**src/rtl/rr_priority_arbiter.sv**
```systemverilog
`default_nettype none
// ============================================================================
// Module   : rr_priority_arbiter
// Purpose  : N-way registered arbiter, fixed-priority or round-robin, grant held
//            until ack. Optional grant timeout via ARB_GRANT_TIMEOUT_EN.
// Revision : 1.0  initial release
// ============================================================================
module rr_priority_arbiter #(
    parameter int N       = 8,
    parameter int IDX_W   = $clog2(N),
    parameter int TIMEOUT = 16
) (
    input  logic             clk,
    input  logic             rst,
    input  logic [N-1:0]     req,
    input  logic             rr_mode,
    input  logic             ack,
    output logic [N-1:0]     gnt,
    output logic [IDX_W-1:0] gnt_idx,
    output logic             gnt_valid
`ifdef ARB_GRANT_TIMEOUT_EN
    ,
    output logic             timeout_err
`endif
);

    if (N < 2) begin : g_bad_n
        $error("rr_priority_arbiter: N must be >= 2");
    end
    if (TIMEOUT < 2) begin : g_bad_timeout
        $error("rr_priority_arbiter: TIMEOUT must be >= 2");
    end

    typedef enum logic [0:0] {
        ST_IDLE  = 1'b0,
        ST_GRANT = 1'b1
    } state_t;

    state_t           state_q, state_d;
    logic [N-1:0]     gnt_q, gnt_d;
    logic [IDX_W-1:0] idx_q, idx_d;
    logic             valid_q, valid_d;
    logic [IDX_W-1:0] ptr_q, ptr_d;
    logic             mode_q, mode_d;

`ifdef ARB_GRANT_TIMEOUT_EN
    localparam int CNT_W = $clog2(TIMEOUT);
    logic [CNT_W-1:0] cnt_q, cnt_d;
    logic             terr_q, terr_d;
`endif

    logic [IDX_W-1:0] start_idx;
    logic [IDX_W-1:0] scan_idx;
    logic [IDX_W-1:0] win_idx;
    logic             win_found;
    logic [IDX_W-1:0] ptr_after_release;

    // Scan descending from the start index with wrap; first asserted request wins.
    always_comb begin
        start_idx = rr_mode ? ptr_q : IDX_W'(N - 1);
        scan_idx  = '0;
        win_idx   = '0;
        win_found = 1'b0;
        for (int k = 0; k < N; k++) begin
            scan_idx = IDX_W'((int'(start_idx) + N - k) % N);
            if (!win_found && req[scan_idx]) begin
                win_found = 1'b1;
                win_idx   = scan_idx;
            end
        end
    end

    // The just-served channel becomes the lowest priority.
    assign ptr_after_release = (idx_q == '0) ? IDX_W'(N - 1) : idx_q - 1'b1;

    always_comb begin
        state_d = state_q;
        gnt_d   = gnt_q;
        idx_d   = idx_q;
        valid_d = valid_q;
        ptr_d   = ptr_q;
        mode_d  = mode_q;
`ifdef ARB_GRANT_TIMEOUT_EN
        cnt_d   = cnt_q;
        terr_d  = 1'b0;
`endif
        case (state_q)
            ST_IDLE: begin
                if (win_found) begin
                    state_d        = ST_GRANT;
                    gnt_d          = '0;
                    gnt_d[win_idx] = 1'b1;
                    idx_d          = win_idx;
                    valid_d        = 1'b1;
                    mode_d         = rr_mode;
`ifdef ARB_GRANT_TIMEOUT_EN
                    cnt_d          = '0;
`endif
                end
            end
            ST_GRANT: begin
                if (ack) begin
                    state_d = ST_IDLE;
                    gnt_d   = '0;
                    idx_d   = '0;
                    valid_d = 1'b0;
                    if (mode_q) ptr_d = ptr_after_release;
                end else if (!req[idx_q]) begin
                    state_d = ST_IDLE;
                    gnt_d   = '0;
                    idx_d   = '0;
                    valid_d = 1'b0;
`ifdef ARB_GRANT_TIMEOUT_EN
                end else if (cnt_q == CNT_W'(TIMEOUT - 1)) begin
                    state_d = ST_IDLE;
                    gnt_d   = '0;
                    idx_d   = '0;
                    valid_d = 1'b0;
                    terr_d  = 1'b1;
                    if (mode_q) ptr_d = ptr_after_release;
                end else begin
                    cnt_d = cnt_q + 1'b1;
`endif
                end
            end
            default: state_d = ST_IDLE;
        endcase
    end

    always_ff @(posedge clk or posedge rst) begin
        if (rst) begin
            state_q <= ST_IDLE;
            gnt_q   <= '0;
            idx_q   <= '0;
            valid_q <= 1'b0;
            ptr_q   <= IDX_W'(N - 1);
            mode_q  <= 1'b0;
`ifdef ARB_GRANT_TIMEOUT_EN
            cnt_q   <= '0;
            terr_q  <= 1'b0;
`endif
        end else begin
            state_q <= state_d;
            gnt_q   <= gnt_d;
            idx_q   <= idx_d;
            valid_q <= valid_d;
            ptr_q   <= ptr_d;
            mode_q  <= mode_d;
`ifdef ARB_GRANT_TIMEOUT_EN
            cnt_q   <= cnt_d;
            terr_q  <= terr_d;
`endif
        end
    end

    assign gnt       = gnt_q;
    assign gnt_idx   = idx_q;
    assign gnt_valid = valid_q;
`ifdef ARB_GRANT_TIMEOUT_EN
    assign timeout_err = terr_q;
`endif

endmodule
`default_nettype wire

```
**config.mk**
```make
export PLATFORM = sky130hd
export DESIGN_NAME = rr_priority_arbiter
export DESIGN_NICKNAME = d
export VERILOG_FILES = /design/src/rtl/rr_priority_arbiter.sv
export SDC_FILE = /design/constraint.sdc
export NUM_CORES = 1
export LEC_CHECK = 0
export CORE_MARGIN = 5
export CORE_UTILIZATION = 55
export CTS_CLUSTER_DIAMETER = 150
export DETAILED_ROUTE_END_ITERATION = 7
export PLACE_DENSITY = 0.8
export SLEW_MARGIN = 10
export SYNTH_ARGS = -nofsm -noshare
export SYNTH_HDL_FRONTEND = slang
export SYNTH_SLANG_ARGS = --single-unit
export TNS_END_PERCENT = 30
```
**constraint.sdc**
```tcl
create_clock -name clk -period 4.3 [get_ports clk]
set_input_delay 0.645 -clock clk [delete_from_list [all_inputs] [get_ports clk]]
set_output_delay 0.645 -clock clk [all_outputs]
set_load 0.01 [all_outputs]
```
After elaboration in Yosys (flattened, before gate mapping)
Index checks and enable logic that the tools add are counted.
W data, S select, Z words.
{"block": "op_classes", "n_lt_le_gt_ge": 11, "mux": 54, "eq_ne": 2, "reduce_logical": 19, "add_sub_neg": 9, "n_bitwise": 1}
{"cell": "$lt A3 B4 Y1 const B", "n": 10}
{"cell": "$mux W3", "n": 13}
{"cell": "$bmux W1 S3", "n": 9}
{"cell": "$mux W1", "n": 24}
{"cell": "$mux W8", "n": 3}
{"cell": "$pmux W8 S2", "n": 1}
{"cell": "$sub A3 B3 Y3 const B", "n": 5}
{"cell": "$logic_and A1 B1 Y1", "n": 8}
{"cell": "$logic_not A1 Y1", "n": 7}
{"cell": "$pmux W3 S2", "n": 1}
{"cell": "$sub A3 B2 Y3 const B", "n": 2}
{"cell": "$pmux W1 S2", "n": 2}
{"cell": "$reduce_and A2 Y1", "n": 2}
{"cell": "$add A3 B1 Y3 const B", "n": 1}
{"cell": "$demux W1 S3", "n": 1}
{"cell": "$ge A3 B1 Y1 const B", "n": 1}
{"cell": "$logic_not A3 Y1", "n": 1}
{"cell": "$ne A3 B3 Y1 const B", "n": 1}
{"cell": "$reduce_and A3 Y1", "n": 1}
{"cell": "$sub A3 B1 Y3 const B", "n": 1}
{"cell": "$ne A2 B2 Y1 const B", "n": 1}
{"cell": "$not A1 Y1", "n": 1}
{"block": "totals", "input_bits": 12, "ff_bits": 17, "output_inout_bits": 12}

Longest topological paths before layout
Gate-level depths: netlist of the first run.
{"block": "depth", "word_depth": 32, "depth_mapped": 14, "ltp_nobuf": 12}

Least setup slack after synthesis of the first run
Ideal clock, no wire load.
{"block": "synth_timing", "path_kind": "input to register", "start": "input rr_mode", "end": "register gnt_q[1] (netlist: gnt[1])", "path_stages": 13, "n_path_buf": 2, "required_time_ns": 4.178, "arrival_ns": 4.022, "setup_time_ns": 0.122, "slack_ns": 0.156, "cell_sequence": "nor2b_1 buf_6 inv_1 ha_1 buf_6 mux2_1 mux4_2 or4_1 or2_1 and4b_1 and4_4 or3_4 a32o_1"}
{"block": "synth_between", "elab_chain_cells": 32, "word_cells_on_any_way": 64, "cone_classes": "add/sub: 8; order compare: 2; eq/ne: 1; mux: 37; reduce/logical: 16"}
{"item": "from (decl)", "line": "16", "source": "input logic rr_mode,"}
{"item": "$mux W3 (*)", "line": "60", "source": "start_idx = rr_mode ? ptr_q : IDX_W'(N - 1);"}
{"item": "$add A3 B1 Y3 (*)", "line": "65", "source": "scan_idx = IDX_W'((int'(start_idx) + N - k) % N);"}
{"item": "parallel branches: the longest is 30 deep, another holds $sub A3 B2 Y3"}
{"item": "to (signal assigned)", "line": "144", "source": "gnt_q <= gnt_d;"}
{"item": "to (decl)", "line": "40", "source": "logic [N-1:0] gnt_q, gnt_d;"}
Every way passes the cells marked *. The select of a mux whose other input is x is not followed.
A chain may end at the register's enable or synchronous reset.

Worst setup path in the final report of the first run
{"block": "layout_timing", "start": "register ptr_q[1]", "end": "register gnt_q[0] (netlist: gnt[0])"}
{"block": "layout_between", "elab_chain_cells": 32, "word_cells_on_any_way": 64, "cone_classes": "add/sub: 8; order compare: 2; eq/ne: 1; mux: 37; reduce/logical: 16"}
{"item": "from (decl)", "line": "43", "source": "logic [IDX_W-1:0] ptr_q, ptr_d;"}
{"item": "from (signal assigned)", "line": "136", "source": "ptr_q <= IDX_W'(N - 1);"}
{"item": "from (signal assigned)", "line": "147", "source": "ptr_q <= ptr_d;"}
{"item": "$mux W3 (*)", "line": "60"}
{"item": "$add A3 B1 Y3 (*)", "line": "65"}
{"item": "parallel branches: the longest is 30 deep, another holds $sub A3 B2 Y3"}
Marked as above.

==> results of run 1 <==
==> critical path, delay by kind of cell (launching register included) <==
family | cells | cell delay [ps]
muxes | 2 | 840
buffers and inverters | 1 | 110
DFF | 1 | 720
adders and majority gates | 1 | 240
AOI/OAI and AO/OA | 1 | 260
and+or+nand+nor | 6 | 1670
==> worst paths after layout <==
check / depth (start not counted) / to / start / slack (ps)
min in group asynchronous: 2 / gnt_valid / rst / 730
hold / removal: 2 / gnt_valid / gnt_valid / 500
setup reg to reg: 11 / gnt[0] / ptr_q[1] / 360
setup / recovery: 11 / gnt[0] / ptr_q[1] / 360
hold reg to reg: 2 / gnt_valid / gnt_valid / 500
max in group asynchronous: 2 / gnt_idx[2] / rst / 3150
==> placed cells by master (no fill, tap or decap), types with 4 or more instances in the layout <==
cell              n
a21oi_1           8
nand3_1           5
buf_4            22
o22ai_1           4
mux2i_1          13
nor3_1            6
a21o_1            4
clkdlybuf4s50_1  22
inv_1             9
nand2_1          19
nor2_1           13
nand3b_1          6
a32o_1            8
mux4_2            4
o21ai_0          16
dfrtp_1          14
==> area by class of cell <==
cell class,count,area (µm²)
Clock buffer,3,22.52
Clock inverter,1,5.005
Fill cell,255,863.3
Inverter,10,37.54
Multi-Input combinational cell,167,1242
Sequential cell,17,429.2
Tap cell,44,55.05
Timing Repair Buffer,45,397.9
==> sequential cells by signal (all words and copies together), names as in the netlist <==
register / cells
state_q: 1
ptr_q: 3
mode_q: 1
gnt_idx: 3
gnt: 8
gnt_valid: 1
==> timing repair <==
item | 4_1_cts | 5_1_grt
hold buffers | 0 | 0
setup endpoints to repair | 4 | 4
buffers inserted | 0 | 0
gates resized for setup | 2 | 3
==> routing by layer <==
layer | up-vias | GRT usage (%)
li1 | 854 | -
met1 | 886 | 34.18
met2 | 91 | 42.26
met3 | 14 | 4.252
met4 | 0 | 6.091
met5 | - | 0
==> power breakdown <==
part | internal (mW) | switching [mW]
Combinational | 0.563 | 0.608
Clock | 0.0346 | 0.0494
Sequential | 0.239 | 0.0811
Total | 0.837 | 0.739
==> cell families after synthesis <==
kind of cell	Yosys count
flops	17
mux	21
xor+xnor	4
fa+ha+maj	3
compound gates	63
simple gates	76
buf+inv	16
==> metrics by stage <==
step                hold WS [ps]  power, mW  worst slack, ps
finish                     499.7      1.575            360.5
global route               539.3      1.696            282.3
CTS                        503.8      1.554            4.612
detailed placement         472.0      1.449           -410.9
global placement           463.8      1.406           -244.0
floorplan                  450.5      1.071            156.0
==> qor.txt, run 1 <==
Required @ worst endpoint -> 4490 ps
fin crit period -> 3940 ps
Final Cell Area -> 0.002190 mm²
Num Clock Sinks -> 17
die width -> 66.40 µm
main combinational cell family by area after synthesis -> compound AO/OA/AOI/OAI gates
Post-route DRC -> 0
largest net degree at the start of global routing -> 18
root buf cell -> clkbuf_4
Top Ports -> 24
Synth Area in Adders -> 2.146%
Initial DRC Count -> 187
number of diodes -> 0
RSZ-0062 raised after global routing -> no
clk slew on worst S/H paths -> 100 ps
HP Class -> register to register
DR vias -> 1845
YS warnings -> 0
Crit-path slowest cell -> dfstp_2
Mapped Area -> 0.001749 mm²
final setup vio count -> 0
Synth Area in Compound Gates -> 26.61%
highest metal used -> met4
setup_tns -> 0 ps
xor and xnor area share after synthesis -> 2.003%
Slew @ Worst Pin -> 642.8 ps
register area share after synthesis -> 24.54%
leakage power -> 0.9422 nW
worst path cell trace -> nor2b_4, inv_1, ha_4, mux2_1, mux4_2, or4_1, or2_1, and4b_1, and4_4, or3_4, a32o_1
post-synthesis mux area share -> 15.16%
TritonCTS clock tree -> done
critical path class -> register to register
Synth Register Bits -> 17
Setup crit end kind -> register
initial antenna violation count -> 0
Metal-1 WL -> 2.147 mm
Layout Nets -> 259
status -> finished clean
GRT Residual Overflow -> 0
Post-Syn Instances -> 200
Final Hold Viols -> 0
DP HPWL -> 4.084 mm
GP Congestion -> 1.025
worst-path maximum fanout -> 12
count of cell types in the netlist -> 60
fmax -> 253.8 MHz
Synth top area share -> 20.03%
met3 WL -> 377 µm
final core area utilization -> 71.72%
CP peak stage delay -> 720 ps
wire per inst -> 17.70 µm
fin crit share -> 91.62%
Met2 Wirelength -> 2.499 mm
Pwr per Cell Area -> 719.5 mW/mm²
Core Rows -> 20
Longest Clk Path Bufs -> 2
CTS Buf Count -> 3
Routed Antenna Nets -> 0
Syn Area/Cell -> 8.746 µm²
ratio of cells with drive above 1 in the final layout -> 19.34%
Area growth syn-to-layout -> 25.18%
Synth Flop Type -> dfrtp_1
vias in the first global route -> 1814
Max VDD drop -> 424.9 µV
Die Footprint -> 0.004408 mm²
Final Skew -> 10.27 ps
post-synth top area cell -> dfrtp_1
largest cells by area after synthesis -> dfrtp_1 (20%), mux2i_1 (7.4%), mux4_2 (5.2%)
final slew viol count -> 0
Placeable Area -> 0.003053 mm²
max-cap violations -> 0
placed insts -> 283
input/output buffers -> 23
clk_lat worst skew -> 290 ps
Final Non-Filler Cells -> 287
global-route wire length before repair -> 8.638 mm
total number of H-tree levels -> 1
Simple-Gate Fraction of Synth Area -> 23.96%
number of synthesized flops with an enable pin -> 0
top cells by count, synth -> nand2_1 (19), o21ai_0 (16), dfrtp_1 (14)
Synth async-reset ratio -> 100.0%
GRT Util Overall -> 25.41%
Worst Path Arrival -> 4130 ps
Worst Setup Start Kind -> register
drt first pass iters -> 5
placed cell area -> 0.002140 mm²
DR vias/cell -> 6.429
Initial Util -> 57.30%
y dimension of the die -> 66.40 µm
count leader, synth -> nand2_1
Slew Limit Headroom -> 57.10%
synthesized net count -> 215
final WL -> 5.081 mm
Power figures use the tool's default switching activity.
==> run 2, diff against run 1 <==
--- a/config.mk
+++ b/config.mk
@@ -9,7 +9,9 @@
 export CORE_UTILIZATION = 55
 export CTS_CLUSTER_DIAMETER = 150
 export DETAILED_ROUTE_END_ITERATION = 7
+export HOLD_SLACK_MARGIN = 0.1
 export PLACE_DENSITY = 0.8
+export SETUP_SLACK_MARGIN = 0.2
 export SLEW_MARGIN = 10
 export SYNTH_ARGS = -nofsm -noshare
 export SYNTH_HDL_FRONTEND = slang
==> qor.txt, run 2 (synthesis gave the netlist of run 1 again) <==
global-route wire length before repair -> 8.956 mm (+3.7%)
HP Class -> register to register
Final Skew -> 11.16 ps (+0.8906 ps)
Setup crit end kind -> register
Post-route DRC -> 0 (unchanged)
drt first pass iters -> 6 (+1)
Worst Path Arrival -> 4160 ps (+30 ps)
hold depth -> 2 (unchanged)
Initial DRC Count -> 255 (+36%)
Num Clock Sinks -> 17 (unchanged)
most common cell after layout, fill and taps aside -> clkdlybuf4s50_1
final slew viol count -> 0 (unchanged)
input/output buffers -> 23 (unchanged)
number of diodes -> 0 (unchanged)
layout filler cell count -> 247 (-3.1%)
die width -> 66.40 µm (unchanged)
worst setup margin -> 327.0 ps (-33.40 ps)
max reg flops -> 8 (unchanged)
final setup vio count -> 0 (unchanged)
largest net degree at the start of global routing -> 18 (unchanged)
critical path class -> input port to register
Core Rows -> 20 (unchanged)
status -> finished clean
DR vias/cell -> 6.486 (+0.89%)
vias in the first global route -> 1886 (+4.0%)
total number of H-tree levels -> 1 (unchanged)
Die Footprint -> 0.004408 mm² (unchanged)
most frequent cells in the layout -> clkdlybuf4s50_1 (22), buf_4 (21), nand2_1 (19)
setup_tns -> 0 ps (unchanged)
Setup Buffers After CTS -> 0 (unchanged)
Top Ports -> 24 (unchanged)
final WL -> 5.185 mm (+2.0%)
CTS Buf Count -> 3 (unchanged)
DR vias -> 1855 (+0.54%)
Final Non-Filler Cells -> 286 (-0.35%)
Longest Clk Path Bufs -> 2 (unchanged)
Max VDD drop -> 472.8 µV (+11%)
worst-path maximum fanout -> 6 (-6)
Final Hold Viols -> 0 (unchanged)
r2r worst-path depth -> 11 (unchanged)
leakage power -> 0.9291 nW (-1.4%)
Required @ worst endpoint -> 4490 ps (about the same)
Pwr Total -> 1.569 mW (-0.41%)
GRT Residual Overflow -> 0 (unchanged)
Setup Slack @ Placement -> -331.4 ps (+79.56 ps)
y dimension of the die -> 66.40 µm (unchanged)
Pwr per Cell Area -> 719.0 mW/mm² (about the same)
Area growth syn-to-layout -> 24.75%
Worst Hold End -> gnt_valid
Initial Util -> 57.30% (unchanged)
clk_lat worst skew -> 290 ps (about the same)
GRT Util Overall -> 26.24% (+0.83 points)
Worst Setup Start Kind -> input port
initial antenna violation count -> 0 (unchanged)
Slew @ Worst Pin -> 687.2 ps (+44.38 ps)
ratio of cells with drive above 1 in the final layout -> 19.83% (+0.49 points)
Placeable Area -> 0.003053 mm² (unchanged)
Slew Limit Headroom -> 53.70% (-3.4 points)
FF-to-FF End -> gnt[5]
max-cap violations -> 0 (unchanged)
RR Startpoint -> ptr_q[1]
root buf cell -> clkbuf_4
Routed Antenna Nets -> 0 (unchanged)
RSZ-0062 raised after global routing -> no
GP Congestion -> 0.9949 (-2.9%)
wire per inst -> 18.13 µm (+2.4%)
placed insts -> 282 (-0.35%)
fin crit period -> 3973 ps (+33.40 ps)
Worst Hold Launch -> gnt_valid
clk slew on worst S/H paths -> 110 ps (about the same)
fmax -> 251.7 MHz (-0.84%)
Layout Nets -> 258 (-0.39%)
final core area utilization -> 71.48% (-0.25 points)
reg2reg setup slack -> 420 ps (+60 ps)
DP HPWL -> 4.130 mm (+1.1%)
fin crit share -> 92.39% (+0.78 points)
TritonCTS clock tree -> done
run 2: repair_timing:
| item | 4_1_cts | 5_1_grt |
|---|---|---|
| setup endpoints to repair | 9 | 0 |
| resized for setup | 6 | 0 |
| hold buffers | 0 | 0 |
run 2: layout make-up:
cell class	count	area, µm²	share of cell area [%]
Timing Repair Buffer	44	386.6	17.72
Tap cell	44	55.05	2.523
Inverter	10	37.54	1.720
Clock inverter	1	5.005	0.2294
Multi-Input combinational cell	167	1246	57.11
Clock buffer	3	22.52	1.032
Sequential cell	17	429.2	19.67
run 2: worst max-delay path by stage:
stage	from	slack, ps	depth (start not counted)	end
after floorplan	rr_mode	210	13	gnt[1]
after global placement	rr_mode	-220	12	gnt[4]
after detailed placement	rr_mode	-330	13	gnt[5]
after CTS	rr_mode	360	12	gnt[5]
after global routing	rr_mode	240	12	gnt[5]
final	rr_mode	330	12	gnt[5]
run 2: layer usage:
layer / part of all wire [%] / wire, µm / vias to the layer above / track usage [%]
met5: 0 / 0 / - / 0
met4: 1.3 / 68 / 0 / 8.883
li1: - / - / 850 / -
met2: 50 / 2592 / 96 / 44.49
met1: 42 / 2163 / 897 / 34.28
met3: 7.0 / 361 / 12 / 3.061
run 2: through the flow:
| stage | instance area [µm²] | hold WS [ps] |
|---|---|---|
| 2_1_floorplan | 1752 | 450.5 |
| 3_3_place_gp | 2135 | 464.2 |
| 3_5_place_dp | 2135 | 470.4 |
| 4_1_cts | 2182 | 504.0 |
| 5_1_grt | 2182 | 539.0 |
| 6_report | 2182 | 496.4 |
run 2: where the power goes:
part / switching [mW] / leakage, nW / internal (mW) / total [mW]
sequential: 0.0776 / 0.214 / 0.239 / 0.317
combinational: 0.604 / 0.697 / 0.564 / 1.17
clock: 0.0494 / 0.0177 / 0.0345 / 0.0839
total: 0.731 / 0.929 / 0.838 / 1.57
run 2: worst max-delay path: stages:
cell	delay, ps
dlygate4sd2_1	250
nor2b_4	160
inv_1	80
ha_4	320
mux2_2	360
mux4_2	490
or4_1	550
or2_1	270
and4b_1	210
and4_4	170
or3_4	390
a32o_1	260
